--- config.mk ---
export PLATFORM = sky130hd
export DESIGN_NAME = video_crop_window_flat
export DESIGN_NICKNAME = d
export VERILOG_FILES = /design/src/rtl/video_crop_window_if.sv /design/src/rtl/video_crop_window.sv /design/src/flat_wrapper.sv
export SDC_FILE = /design/constraint.sdc
export NUM_CORES = 1
export LEC_CHECK = 0
export BUFFER_PORTS_ARGS = -buffer_cell sky130_fd_sc_hd__buf_4
export CAP_MARGIN = 15
export CELL_PAD_IN_SITES_DETAIL_PLACEMENT = 1
export CELL_PAD_IN_SITES_GLOBAL_PLACEMENT = 1
export CORE_MARGIN = 5
export CORE_UTILIZATION = 30
export CTS_BUF_LIST = sky130_fd_sc_hd__clkbuf_8
export DETAILED_ROUTE_END_ITERATION = 8
export GPL_TIMING_DRIVEN = 0
export PLACE_DENSITY = 0.6
export SKIP_CTS_REPAIR_TIMING = 1
export SLEW_MARGIN = 10
export SYNTH_ARGS = -nofsm -noshare
export SYNTH_HDL_FRONTEND = slang
export SYNTH_SLANG_ARGS = --single-unit
--- constraint.sdc ---
create_clock -name clk -period 6.02 [get_ports clk]
set_input_delay 1.204 -clock clk [delete_from_list [all_inputs] [get_ports clk]]
set_output_delay 1.204 -clock clk [all_outputs]
set_load 0.02 [all_outputs]
--- src/rtl/video_crop_window_if.sv ---
`default_nettype none
// ============================================================================
// Module   : video_crop_window_if
// Purpose  : Video stream, window configuration and status bundle for the
//            crop stage.
// Revision : 1.0
// ============================================================================
interface video_crop_window_if #(
  parameter int DATA_WIDTH = 24,
  parameter int X_WIDTH    = 12,
  parameter int Y_WIDTH    = 12
);
  logic [X_WIDTH-1:0]    start_x;
  logic [Y_WIDTH-1:0]    start_y;
  logic [X_WIDTH-1:0]    end_x;
  logic [Y_WIDTH-1:0]    end_y;
  logic                  hs_i;
  logic                  vs_i;
  logic                  de_i;
  logic [DATA_WIDTH-1:0] data_i;
  logic                  hs_o;
  logic                  vs_o;
  logic                  de_o;
  logic [DATA_WIDTH-1:0] data_o;
  logic                  cfg_err;
  logic                  frame_done;
  logic [Y_WIDTH-1:0]    out_lines;

  modport slave (
    input  start_x, start_y, end_x, end_y, hs_i, vs_i, de_i, data_i,
    output hs_o, vs_o, de_o, data_o, cfg_err, frame_done, out_lines
  );

  modport master (
    output start_x, start_y, end_x, end_y, hs_i, vs_i, de_i, data_i,
    input  hs_o, vs_o, de_o, data_o, cfg_err, frame_done, out_lines
  );
endinterface
`default_nettype wire

--- src/rtl/video_crop_window.sv ---
`default_nettype none
// ============================================================================
// Module   : video_crop_window
// Purpose  : Frame-shadowed rectangular crop [start,end) with 1-cycle latency
//            and per-frame line summary. Define CROP_FILL_EN for letterbox
//            mode (outside pixels replaced by FILL_COLOR instead of dropped).
// Revision : 1.0
// ============================================================================
module video_crop_window #(
  parameter int                    DATA_WIDTH = 24,
  parameter int                    X_WIDTH    = 12,
  parameter int                    Y_WIDTH    = 12,
  parameter logic [DATA_WIDTH-1:0] FILL_COLOR = '0
) (
  input  logic                 clk,
  input  logic                 rst,
  video_crop_window_if.slave   bus
);

`ifdef CROP_FILL_EN
  localparam bit C_FILL_EN = 1'b1;
`else
  localparam bit C_FILL_EN = 1'b0;
`endif

  typedef enum logic [0:0] {
    WAIT_FRAME = 1'b0,
    ACTIVE     = 1'b1
  } state_t;

  state_t                state_q, state_d;
  logic                  vs_d_q, de_d_q;
  logic [X_WIDTH-1:0]    sx_q, ex_q, x_q, x_d;
  logic [Y_WIDTH-1:0]    sy_q, ey_q, y_q, y_d;
  logic                  cfg_err_q, cfg_err_d;
  logic                  line_hit_q, line_hit_d;
  logic [Y_WIDTH-1:0]    line_cnt_q, line_cnt_d;
  logic [Y_WIDTH-1:0]    out_lines_q, out_lines_d;
  logic                  hs_q, vs_q, de_q, de_d;
  logic [DATA_WIDTH-1:0] data_q, data_d;
  logic                  frame_done_q, frame_done_d;

  logic w_vs_rise, w_de_fall, w_active, w_in_win;

  assign w_vs_rise = bus.vs_i & ~vs_d_q;
  assign w_de_fall = ~bus.de_i & de_d_q;
  assign w_active  = (state_q == ACTIVE);
  // Pre-increment coordinates: x_q/y_q are the position of the current pixel.
  assign w_in_win  = bus.de_i & ~cfg_err_q & w_active &
                     (x_q >= sx_q) & (x_q < ex_q) &
                     (y_q >= sy_q) & (y_q < ey_q);

  always_comb begin
    state_d      = state_q;
    x_d          = x_q;
    y_d          = y_q;
    cfg_err_d    = cfg_err_q;
    line_hit_d   = line_hit_q;
    line_cnt_d   = line_cnt_q;
    out_lines_d  = out_lines_q;
    frame_done_d = 1'b0;
    if (w_vs_rise) begin
      state_d      = ACTIVE;
      x_d          = '0;
      y_d          = '0;
      cfg_err_d    = (bus.start_x >= bus.end_x) | (bus.start_y >= bus.end_y);
      line_hit_d   = 1'b0;
      line_cnt_d   = '0;
      frame_done_d = w_active;
      if (w_active) out_lines_d = line_cnt_q;
    end else if (w_de_fall) begin
      x_d        = '0;
      line_hit_d = 1'b0;
      if (y_q != '1) y_d = y_q + 1'b1;
      if (line_hit_q && (line_cnt_q != '1)) line_cnt_d = line_cnt_q + 1'b1;
    end else begin
      if (bus.de_i && (x_q != '1)) x_d = x_q + 1'b1;
      if (w_in_win) line_hit_d = 1'b1;
    end
  end

  always_comb begin
    de_d   = C_FILL_EN ? (bus.de_i & w_active) : w_in_win;
    data_d = '0;
    if (w_in_win)
      data_d = bus.data_i;
    else if (C_FILL_EN && bus.de_i && w_active)
      data_d = FILL_COLOR;
  end

  always_ff @(posedge clk) begin
    if (rst) begin
      state_q      <= WAIT_FRAME;
      vs_d_q       <= 1'b0;
      de_d_q       <= 1'b0;
      sx_q         <= '0;
      sy_q         <= '0;
      ex_q         <= '0;
      ey_q         <= '0;
      x_q          <= '0;
      y_q          <= '0;
      cfg_err_q    <= 1'b0;
      line_hit_q   <= 1'b0;
      line_cnt_q   <= '0;
      out_lines_q  <= '0;
      hs_q         <= 1'b0;
      vs_q         <= 1'b0;
      de_q         <= 1'b0;
      data_q       <= '0;
      frame_done_q <= 1'b0;
    end else begin
      state_q      <= state_d;
      vs_d_q       <= bus.vs_i;
      de_d_q       <= bus.de_i;
      if (w_vs_rise) begin
        sx_q <= bus.start_x;
        sy_q <= bus.start_y;
        ex_q <= bus.end_x;
        ey_q <= bus.end_y;
      end
      x_q          <= x_d;
      y_q          <= y_d;
      cfg_err_q    <= cfg_err_d;
      line_hit_q   <= line_hit_d;
      line_cnt_q   <= line_cnt_d;
      out_lines_q  <= out_lines_d;
      hs_q         <= bus.hs_i;
      vs_q         <= bus.vs_i;
      de_q         <= de_d;
      data_q       <= data_d;
      frame_done_q <= frame_done_d;
    end
  end

  assign bus.hs_o       = hs_q;
  assign bus.vs_o       = vs_q;
  assign bus.de_o       = de_q;
  assign bus.data_o     = data_q;
  assign bus.cfg_err    = cfg_err_q;
  assign bus.frame_done = frame_done_q;
  assign bus.out_lines  = out_lines_q;

endmodule
`default_nettype wire

--- src/flat_wrapper.sv ---
// flat-port wrapper written by rule: the top's interface ports become plain ports
module video_crop_window_flat 
#(
  parameter int                    DATA_WIDTH = 24,
  parameter int                    X_WIDTH    = 12,
  parameter int                    Y_WIDTH    = 12,
  parameter logic [DATA_WIDTH-1:0] FILL_COLOR = '0
)
  (clk, rst, bus_start_x, bus_start_y, bus_end_x, bus_end_y, bus_hs_i, bus_vs_i, bus_de_i, bus_data_i, bus_hs_o, bus_vs_o, bus_de_o, bus_data_o, bus_cfg_err, bus_frame_done, bus_out_lines);
  video_crop_window_if #(.DATA_WIDTH(DATA_WIDTH), .X_WIDTH(X_WIDTH), .Y_WIDTH(Y_WIDTH)) bus_i ();
  input  logic clk;
  input  logic rst;
  input wire logic [$bits(bus_i.start_x)-1:0] bus_start_x;
  input wire logic [$bits(bus_i.start_y)-1:0] bus_start_y;
  input wire logic [$bits(bus_i.end_x)-1:0] bus_end_x;
  input wire logic [$bits(bus_i.end_y)-1:0] bus_end_y;
  input wire logic [$bits(bus_i.hs_i)-1:0] bus_hs_i;
  input wire logic [$bits(bus_i.vs_i)-1:0] bus_vs_i;
  input wire logic [$bits(bus_i.de_i)-1:0] bus_de_i;
  input wire logic [$bits(bus_i.data_i)-1:0] bus_data_i;
  output wire logic [$bits(bus_i.hs_o)-1:0] bus_hs_o;
  output wire logic [$bits(bus_i.vs_o)-1:0] bus_vs_o;
  output wire logic [$bits(bus_i.de_o)-1:0] bus_de_o;
  output wire logic [$bits(bus_i.data_o)-1:0] bus_data_o;
  output wire logic [$bits(bus_i.cfg_err)-1:0] bus_cfg_err;
  output wire logic [$bits(bus_i.frame_done)-1:0] bus_frame_done;
  output wire logic [$bits(bus_i.out_lines)-1:0] bus_out_lines;
  assign bus_i.start_x = bus_start_x;
  assign bus_i.start_y = bus_start_y;
  assign bus_i.end_x = bus_end_x;
  assign bus_i.end_y = bus_end_y;
  assign bus_i.hs_i = bus_hs_i;
  assign bus_i.vs_i = bus_vs_i;
  assign bus_i.de_i = bus_de_i;
  assign bus_i.data_i = bus_data_i;
  assign bus_hs_o = bus_i.hs_o;
  assign bus_vs_o = bus_i.vs_o;
  assign bus_de_o = bus_i.de_o;
  assign bus_data_o = bus_i.data_o;
  assign bus_cfg_err = bus_i.cfg_err;
  assign bus_frame_done = bus_i.frame_done;
  assign bus_out_lines = bus_i.out_lines;
  video_crop_window #(.DATA_WIDTH(DATA_WIDTH), .X_WIDTH(X_WIDTH), .Y_WIDTH(Y_WIDTH), .FILL_COLOR(FILL_COLOR)) u_core (.clk(clk), .rst(rst), .bus(bus_i));
endmodule
== Word-level counts from Yosys, hierarchy flattened ==
Index checks and enable logic that the tools add are counted.

* Add/subtract/negate cells: 3
* Eq/ne operators: 3
* Bitwise operators: 14
* Reduce and logical (&&, ||, !) cells: 9
* Order comparisons: 6

{| class="wikitable"
|+ Operator list
! cell !! number
|-
| greater-or-equal comparator 12 bit || 4
|-
| adder 12 x 1 -> 12 bit, second input constant || 3
|-
| inequality test 12 bit, second input constant || 3
|-
| less-than comparator 12 bit || 2
|-
| AND 1 bit || 8
|-
| AND reduction 2 bit || 3
|-
| OR reduction 2 bit || 3
|-
| NOT 1 bit || 5
|-
| OR reduction 3 bit || 1
|-
| logical AND 1 bit || 2
|-
| OR 1 bit || 1
|}

* Output and inout bits: 41
* Bits in registers: 128
* Logic and storage cells: 52

== Longest topological paths before layout ==
Gate-level depths: netlist (run 1).

* Word-level depth: 9
* Mapped depth: 9
* Mapped depth without buffers: 8

== Worst setup path before layout (run 1) ==
No wires, ideal clock.

* Kind: input -> register
* From: input bus_de_i
* To: register u_core.line_cnt_q[8]
* Library setup time: 70 ps
* Path buffers: 0
* Path slack: 3499 ps
* Arrival time: 2451 ps
* Cell stages on the path: 6
* Data required time: 5950 ps
* Cells stage by stage: nand2b_1 > or2_1 > a31oi_4 > nand2_1 > or3_1 > a21oi_1

* Word-level cells in the longest chain between the ends: 3

{| class="wikitable"
|+ RTL lines
! item !! line !! text
|-
| from (decl) || flat_wrapper.sv:19 || <nowiki>input wire logic [$bits(bus_i.de_i)-1:0] bus_de_i;</nowiki>
|-
| NOT 1 bit || video_crop_window.sv:46 || <nowiki>assign w_de_fall = ~bus.de_i & de_d_q;</nowiki>
|-
| AND 1 bit || video_crop_window.sv:46 ||
|-
| AND reduction 2 bit (no line) || n/a ||
|-
| to (signal assigned) || video_crop_window.sv:125 || <nowiki>line_cnt_q <= line_cnt_d;</nowiki>
|-
| to (decl) || video_crop_window.sv:37 || <nowiki>logic [Y_WIDTH-1:0] line_cnt_q, line_cnt_d;</nowiki>
|}

No other way between the ends.
A chain may end at the register's enable or synchronous reset.

== Worst setup path in the final report (run 1) ==
* From: input bus_vs_i
* To: register u_core.ey_q[7]

* Word-level cells in the longest chain between the ends: 1

{| class="wikitable"
|+ RTL lines
! item !! line !! text
|-
| from (decl) || flat_wrapper.sv:18 || <nowiki>input wire logic [$bits(bus_i.vs_i)-1:0] bus_vs_i;</nowiki>
|-
| AND 1 bit || video_crop_window.sv:45 || <nowiki>assign w_vs_rise = bus.vs_i & ~vs_d_q;</nowiki>
|-
| to (signal assigned) || video_crop_window.sv:119 || <nowiki>ey_q <= bus.end_y;</nowiki>
|-
| to (decl) || video_crop_window.sv:34 || <nowiki>logic [Y_WIDTH-1:0] sy_q, ey_q, y_q, y_d;</nowiki>
|}

No other way between the ends.

==> out/metrics.csv, run 1 <==
stage;metric;value;unit
run_status;outcome;complete, no violations;
sta;fmax;357;MHz
yosys;syn_area_per_cell;8.90;um^2
setup_path;cp_cell_sequence;buf_4, nor2b_1, nor2b_1, clkbuf_1, clkbuf_1, nand2_1, o21ai_0;
routing;drtPass1Iterations;4;
routing;antenna_left;0;
yosys;synth_area;6200;um^2
routing;wl_per_cell;16.1;um
global_route;met3_usage;3.77;%
hold_path;hold_path.class;flip-flop to flip-flop;
setup_path;crit_fanout;10;
layout;synthToLayoutAreaGrowth;26.6;%
sta;hold_viol;0;
layout;layout-drive-gt1-share;20.5;%
layout;num-nets-final;982;
yosys;synth_commonest_cells;128 x dfxtp_1, 92 x nand2_1, 76 x inv_1;
layout;antenna_cells;0;
power;p_leak;0.00342;uW
sta;finalSetupTns;0;ns
sta;fin_worst_skew;0.0132;ns
setup_path;crit_required;6.39;ns
setup_path;critical_path_arrival;3.17;ns
floorplan;die_area;23600;um^2
setup_path;end_kind;flip-flop;
placed_design;dpl.hpwl;14400;um
global_route;met1_usage;17.1;%
yosys;synthArstFlopShare;0;%
cts;cts_tree;done;
global_route;grt_pass1_wl;29400;um
yosys;synth_ff_type;dfxtp_1;
sta;tightest_slew;0.751;ns
cts;numCtsBuffers;17;
hold_path;hold_depth;2;
global_route;grt_pass1_vias;5830;
routing;vias;5268;
yosys;ys_ff_latch;128;
yosys;synth_top_area_cell;dfxtp_1;
floorplan;die_y;154;um
routing;drt-vias-per-instance;4.73;
floorplan;core_area;20300;um^2
yosys;ys_seq_area_share;41.3;%
yosys;synth_top_area_share;41.3;%
cts;cts.clk_slew.worst_paths;0.07;ns
cts;cts.sinks;128;
setup_path;slowest_delay;0.50;ns
layout;utilization;38.7;%
global_route;top_usage_layer;met2;
floorplan;die_w;154;um
routing;drc;0;
yosys;synth-edff-count;0;
global_route;grtUsageTotal;15.5;%
cts;clock-root-buffer;clkbuf_8;
sta;finalMaxSlewViolations;0;
job;drv_cap;0;
layout;layout.filler_cells;2402;
sta;setup_viol;0;
setup_path;crit_type;input pin to flip-flop;
yosys;synthTopCellsByArea;dfxtp_1 41%, ha_1 15%, nand2_1 5.6%, inv_1 4.6%, o21ai_0 4.4%;
floorplan;start_util;30.5;%
cts;clockBufferDepth;2;
yosys;yosysWarnings;0;
placed_design;io_buffers;116;
global_route;grt_start_max_net_pins;17;
global_route;gr-usage-met2;29.1;%
sta;fin_crit_sh;46.6;%
setup_path;reg2reg_slack;3.53;ns
yosys;synth.most_common_cell;dfxtp_1;
setup_path;ff2ff_path_depth;8;
cts;worstSkewPairLatency;0.45;ns
yosys;netlist_instances;697;
sta;relSlewSlack;50.0;%
global_route;grt-ovfl-total;0;
setup_path;startpoint_type;input pin;
routing;wirelength;17900;um
yosys;syn-num-nets;847;
floorplan;io_pins;118;
sta;grt_setup_unrepaired;no;
global_route;antenna_found_initial;0;
setup_path;slowest_stage;clkbuf_1;
placed_design;gp_congestion;0.804;
cts;htree_levels;4;
routing;drt-initial-drc-count;153;
yosys;synth.distinct_cells;44;
power;peakVddDrop;0.000112;V
sta;min_period;2.80;ns
power;power.density;243;nW/um^2
floorplan;num_rows;52;
-- sequential cells by signal, indices dropped and copies added (netlist names), 12 cells and up --
register	flops
u_core.sx_q	12
u_core.line_cnt_q	12
u_core.ex_q	12
u_core.sy_q	12
u_core.ey_q	12
u_core.y_q	12
u_core.bus.data_o	24
u_core.x_q	12
u_core.bus.out_lines	12
-- power breakdown --
group / switching, uW / internal, uW
clock: 347 / 479
combinational: 113 / 87.7
sequential: 8.44 / 869
total: 468 / 1440
-- stage by stage --
step | hold WS, ns | instances | instance area (um^2) | setup slack, ns | total power [uW]
4_1_cts | 0.460 | 1114 | 7850 | 3.17 | 1930
3_5_place_dp | 0.450 | 1083 | 7410 | 2.69 | 1100
5_1_grt | 0.487 | 1114 | 7850 | 3.02 | 1990
3_3_place_gp | 0.436 | 1083 | 7410 | 2.76 | 1090
2_1_floorplan | 0.424 | 697 | 6200 | 3.50 | 1010
6_report | 0.458 | 1114 | 7850 | 3.22 | 1900
-- cell type report --
class / instances / area, um^2 / share of cell area, %
multi-input cells: 470 / 3250 / 41.4
flip-flops and latches: 128 / 2560 / 32.7
plain buffers: 23 / 101 / 1.29
repair buffers: 116 / 871 / 11.1
clock buffers: 20 / 275 / 3.51
inverters: 76 / 285 / 3.64
well taps: 270 / 338 / 4.30
clock inverters: 11 / 163 / 2.07
-- kinds of logic after synthesis --
kind of cell               after synthesis  synth area share, %
and+or+nand+nor                        236                 19.7
AOI/OAI and AO/OA                      128                 13.3
DFF                                    128                 41.3
buffers and inverters                   99                 6.23
adders and majority gates               73                 14.7
xor gates and xnor gates                30                 4.24
muxes                                    3                0.484
-- cells in the final DEF (no fill, tap or decap), types with 10 or more instances in the layout --
master    instances
nor3b_2          18
nand2_1          92
inv_1            77
o21ai_0          55
dfxtp_1         128
xor2_1           17
ha_1             73
nand3_1          17
clkbuf_8         20
clkbuf_1         21
buf_4           116
and3_1           10
xnor2_1          13
a21oi_1          37
nand4_1          12
nor2_1           52
-- path summary, 6_finish.rpt --
check,from,end
hold / removal,u_core.line_hit_q,u_core.line_hit_q
hold reg to reg,u_core.line_hit_q,u_core.line_hit_q
setup / recovery,bus_vs_i,u_core.ey_q[7]
setup reg to reg,u_core.y_q[2],u_core.bus.data_o[6]
-- critical path: cells and delay by family --
family	cells	cell delay, ns
AO/OA/AOI/OAI	1	0.11
buffers and inverters	3	1.08
AND/OR/NAND/NOR	3	0.78
-- routing by layer --
layer / wire length [um] / up-vias
li1: - / 2622
met4: 421 / 0
met5: 0 / -
met1: 7360 / 2547
met2: 9620 / 71
met3: 503 / 28
No activity file was read; power rests on OpenSTA's default activity.
==> run 2, diff against run 1 <==
Settings changed: PLACE_DENSITY 0.6 to 0.62.
Clock period 6.02 ns to 2.44 ns, I/O delays scaled along.
==> run 2 against run 1 <==
  * Via count is 3.7% lower
  * Hold slack got worse by 0.20 ns
  * First-iteration DRC count grew 14%
  * Design area is 0.11% lower
  * Largest cell class unchanged
  * Die area unchanged
  * Critical path type is now flip-flop to flip-flop
==> out/metrics.csv, run 2 (synthesized netlist as in run 1, its figures left out) <==
stage;metric;value;unit;change
sta;finalMaxSlewViolations;0;;unchanged
sta;relSlewSlack;52.5;%;+2.6 points
global_route;top_usage_layer;met2;;
layout;largest_reg_flops;24;;unchanged
setup_path;crit_fanout;7;;-3
layout;num-nets-final;984;;+0.20%
sta;fmax;435;MHz;
cts;htree_levels;4;;unchanged
global_route;met3_usage;2.75;%;-1.0 points
cts;cts.clk_slew.worst_paths;0.08;ns;about the same
global_route;grtUsageTotal;14.4;%;-1.1 points
routing;drt-initial-drc-count;174;;+14%
layout;synthToLayoutAreaGrowth;26.4;%;
routing;drt-vias-per-instance;4.55;;-3.8%
cts;cts_tree;done;;
global_route;met1_usage;16.8;%;-0.22 points
layout;layout-drive-gt1-share;21.4;%;+0.90 points
sta;finalSetupTns;0;ns;unchanged
sta;fin_worst_skew;0.00970;ns;-0.00349 ns
cts;cts.sinks;128;;unchanged
setup_path;startpoint_type;flip-flop;;
sta;fin_crit_sh;94.2;%;
routing;vias;5075;;-3.7%
floorplan;io_pins;118;;unchanged
placed_design;dpl.hpwl;13300;um;-7.7%
layout;stdcell_count;1116;;+0.18%
floorplan;die_y;154;um;unchanged
power;peakVddDrop;0.000263;V;+140%
global_route;grt_pass1_wl;27400;um;-6.5%
hold_path;hold_path.class;input pin to flip-flop;;
floorplan;die_w;154;um;unchanged
setup_path;crit_type;flip-flop to flip-flop;;
routing;antenna_left;0;;unchanged
global_route;grt_pass1_vias;5497;;-5.7%
placed_design;place_inst;1083;;unchanged
routing;wl_per_cell;14.8;um;-7.8%
placed_design;io_buffers;116;;unchanged
sta;setup_viol;0;;unchanged
layout;final_common_cell;dfxtp_1;;
sta;hold_viol;0;;unchanged
setup_path;critical_path_arrival;2.64;ns;-0.53 ns
floorplan;num_rows;52;;unchanged
global_route;grt_start_max_net_pins;17;;unchanged
global_route;gr-usage-met2;26.7;%;-2.4 points
routing;drtPass1Iterations;4;;unchanged
floorplan;core_area;20300;um^2;unchanged
sta;tightest_slew;0.712;ns;-0.0383 ns
layout;final_cell_mix;124 x dfxtp_1, 118 x buf_4, 92 x nand2_1;;
sta;grt_setup_unrepaired;no;;
setup_path;end_kind;flip-flop;;
power;p_leak;0.00343;uW;about the same
global_route;grt-ovfl-total;0;;unchanged
global_route;antenna_found_initial;0;;unchanged
floorplan;die_area;23600;um^2;unchanged
cts;clockBufferDepth;2;;unchanged
layout;antenna_cells;0;;unchanged
floorplan;start_util;30.5;%;unchanged
power;power.density;577;nW/um^2;+140%
cts;numCtsBuffers;17;;unchanged
sta;min_period;2.30;ns;
job;drv_cap;0;;unchanged
routing;wirelength;16500;um;-7.7%
cts;worstSkewPairLatency;0.43;ns;-0.02 ns
routing;drc;0;;unchanged
layout;utilization;38.6;%;-0.043 points
cts;clock-root-buffer;clkbuf_8;;
setup_path;crit_required;2.79;ns;-3.60 ns
placed_design;gp_congestion;0.740;;-7.9%
run_status;outcome;complete, no violations;;
==> run 2: worst paths after layout <==
check	start	endpoint	slack (ns)	depth (start not counted)
setup / recovery	u_core.y_q[2]	u_core.bus.data_o[4]	0.14	8
hold reg to reg	u_core.line_hit_q	u_core.line_hit_q	0.46	2
hold / removal	bus_end_x[9]	u_core.ex_q[9]	0.26	3
setup reg to reg	u_core.y_q[2]	u_core.bus.data_o[4]	0.14	8
==> run 2: cell type report <==
class / instances / area [um^2]
Fill cell: 2419 / 12500
Sequential cell: 128 / 2570
Inverter: 76 / 285
Clock buffer: 19 / 262
Tap cell: 270 / 338
Buffer: 23 / 104
Multi-Input combinational cell: 470 / 3250
Clock inverter: 12 / 143
Timing Repair Buffer: 118 / 886
==> run 2: layer usage <==
metal,wire length [um],part of all wire (%)
met3,360,2.2
met2,8840,53
met4,167,1.0
met1,7170,43
met5,0,0
==> run 2: stage by stage <==
step	power, uW	worst slack, ns	hold WS (ns)	area, um^2
final	4520	0.142	0.260	7840
after global routing	4760	0.00375	0.240	7840
after CTS	4610	-0.121	0.228	7810
after global placement	2700	-0.0866	0.440	7410
after floorplan	2480	0.352	0.424	6200
after detailed placement	2710	-0.157	0.450	7410
==> run 2: where the power goes <==
| part | internal (uW) | total (uW) | switching (uW) |
|---|---|---|---|
| clock network | 1050 | 1870 | 825 |
| registers | 2140 | 2160 | 19.7 |
| logic | 216 | 484 | 268 |
==> run 2: worst max-delay path: stages, from the launching register on <==
cell	delay, ns
dfxtp_4	0.38
ha_1	0.31
a211o_1	0.29
a31oi_1	0.18
o21ai_1	0.16
a211oi_2	0.29
o2111ai_4	0.22
buf_4	0.21
nor3b_1	0.18
==> run 3, diff against run 2 <==
Settings changed: CORE_ASPECT_RATIO set to 1.5.
==> run 3 against run 2 <==
  * Clock skew down 0.00072 ns
  * Sequential share of layout area down 0.24 points
  * Sequential power about the same
  * First-iteration DRC count down 14%
  * Total power down 2.0%
  * Worst setup slack worse by 0.016 ns
  * Clock power down 5%
  * Clock-buffer cell count unchanged
  * Core utilization about the same
  * Hold slack worse by 0.028 ns
  * Routed wire length up 8.3%
  * Cell count down 0.27%
==> out/metrics.csv, run 3 (synthesized netlist as in run 1, its figures left out) <==
stage;metric;value;unit;change
run_status;outcome;complete, no violations;;
setup_path;ff2ff_path_depth;9;;+1
routing;wirelength;17900;um;+8.3%
sta;fmax;432;MHz;-0.67%
setup_path;critical_path_arrival;2.69;ns;+0.05 ns
layout;stdcell_count;1113;;-0.27%
cts;cts_tree;done;;
routing;drtPass1Iterations;4;;unchanged
global_route;grt_start_max_net_pins;17;;unchanged
hold_path;hold_depth;3;;unchanged
cts;worstSkewPairLatency;0.45;ns;+0.02 ns
placed_design;io_buffers;116;;unchanged
global_route;grt_pass1_vias;5544;;+0.86%
sta;finalMaxSlewViolations;0;;unchanged
routing;wl_per_cell;16.1;um;+8.6%
setup_path;startpoint_type;flip-flop;;
cts;cts.clk_slew.worst_paths;0.08;ns;about the same
cts;htree_levels;4;;unchanged
routing;drt-vias-per-instance;4.69;;+3.2%
sta;hold_viol;0;;unchanged
cts;clockBufferDepth;2;;unchanged
layout;largest_reg_flops;24;;unchanged
hold_path;hold_path.class;input pin to flip-flop;;
global_route;antenna_found_initial;0;;unchanged
cts;numCtsBuffers;17;;unchanged
placed_design;place_inst;1077;;-0.55%
routing;drc;0;;unchanged
floorplan;die_w;127;um;-17%
setup_path;end_kind;flip-flop;;
global_route;grt_pass1_wl;28200;um;+2.7%
sta;fin_worst_skew;0.00899;ns;-0.000719 ns
routing;vias;5224;;+2.9%
routing;drt-initial-drc-count;150;;-14%
routing;antenna_left;0;;unchanged
layout;layout-drive-gt1-share;22.0;%;+0.63 points
sta;setup_viol;0;;unchanged
floorplan;die_y;186;um;+21%
sta;tightest_slew;0.684;ns;-0.0282 ns
job;drv_cap;0;;unchanged
setup_path;crit_required;2.81;ns;+0.02 ns
floorplan;core_area;20400;um^2;+0.59%
sta;fin_crit_sh;94.8;%;+0.64 points
layout;final_common_cell;dfxtp_1;;
global_route;grt-ovfl-total;0;;unchanged
placed_design;gp_congestion;0.741;;+0.14%
cts;cts.sinks;128;;unchanged
power;power.density;561;nW/um^2;-2.7%
layout;final_cell_mix;123 x dfxtp_1, 116 x buf_4, 92 x nand2_1;;
power;peakVddDrop;0.000324;V;+23%
floorplan;num_rows;64;;+23%
layout;antenna_cells;0;;unchanged
layout;num-nets-final;986;;+0.20%
floorplan;die_area;23700;um^2;+0.25%
floorplan;io_pins;118;;unchanged
setup_path;crit_fanout;7;;unchanged
layout;synthToLayoutAreaGrowth;27.3;%;
sta;whs;0.232;ns;-0.0278 ns
cts;clock-root-buffer;clkbuf_8;;
sta;relSlewSlack;54.4;%;+1.9 points
power;p_leak;0.00345;uW;+0.77%
sta;grt_setup_unrepaired;yes;;
placed_design;dpl.hpwl;14200;um;+7.2%
sta;min_period;2.31;ns;+0.0156 ns
setup_path;crit_type;flip-flop to flip-flop;;
floorplan;start_util;30.4;%;-0.18 points
global_route;grtUsageTotal;15.4;%;+1.0 points
run 3: stage by stage:
stage / setup WS [ns] / utilization, % / area [um^2] / setup TNS (ns) / total power [uW]
3_3_place_gp: -0.139 / 36.3 / 7400 / -3.12 / 2710
4_1_cts: -0.108 / 38.1 / 7780 / -1.68 / 4490
5_1_grt: -0.0235 / 38.7 / 7890 / -0.0529 / 4660
2_1_floorplan: 0.352 / - / 6200 / 0 / 2480
3_5_place_dp: -0.162 / 36.3 / 7400 / -3.84 / 2720
6_report: 0.126 / 38.7 / 7890 / 0 / 4430
run 3: where the power goes:
part | internal, uW | leakage [uW] | switching [uW]
clock network | 857 | 0.000186 | 912
registers | 2140 | 0.00104 | 21.4
logic | 220 | 0.00222 | 276
total | 3220 | 0.00345 | 1210
run 3: area by class of cell:
type | instances | area, um^2
plain buffers | 23 | 111
inverters | 76 | 285
well taps | 264 | 330
clock buffers | 19 | 262
repair buffers | 120 | 961
multi-input cells | 470 | 3260
clock inverters | 13 | 114
flip-flops and latches | 128 | 2570
fillers | 2482 | 12500
run 3: worst paths after layout:
path,start,to,slack (ns)
worst max-delay path,u_core.y_q[2],u_core.bus.data_o[2],0.13
worst min-delay path,bus_end_x[9],u_core.ex_q[9],0.23
worst max register to register,u_core.y_q[2],u_core.bus.data_o[2],0.13
worst min register to register,u_core.line_hit_q,u_core.line_hit_q,0.45
run 3: worst max-delay path, stage by stage, from the launching register on:
cell and delay [ns]:
dfxtp_2 0.37, ha_1 0.32, a211o_1 0.30, a31oi_1 0.19, o21ai_2 0.11, a211oi_2 0.26
o2111ai_4 0.17, buf_12 0.19, buf_12 0.12, nor3b_1 0.18
run 3: metal layers:
layer,global-route usage (%),wire [um],up-vias
li1,-,-,2632
met1,15.7,6680,2509
met2,30.4,10300,56
met3,2.84,454,27
met4,6.05,437,0
met5,0,0,-
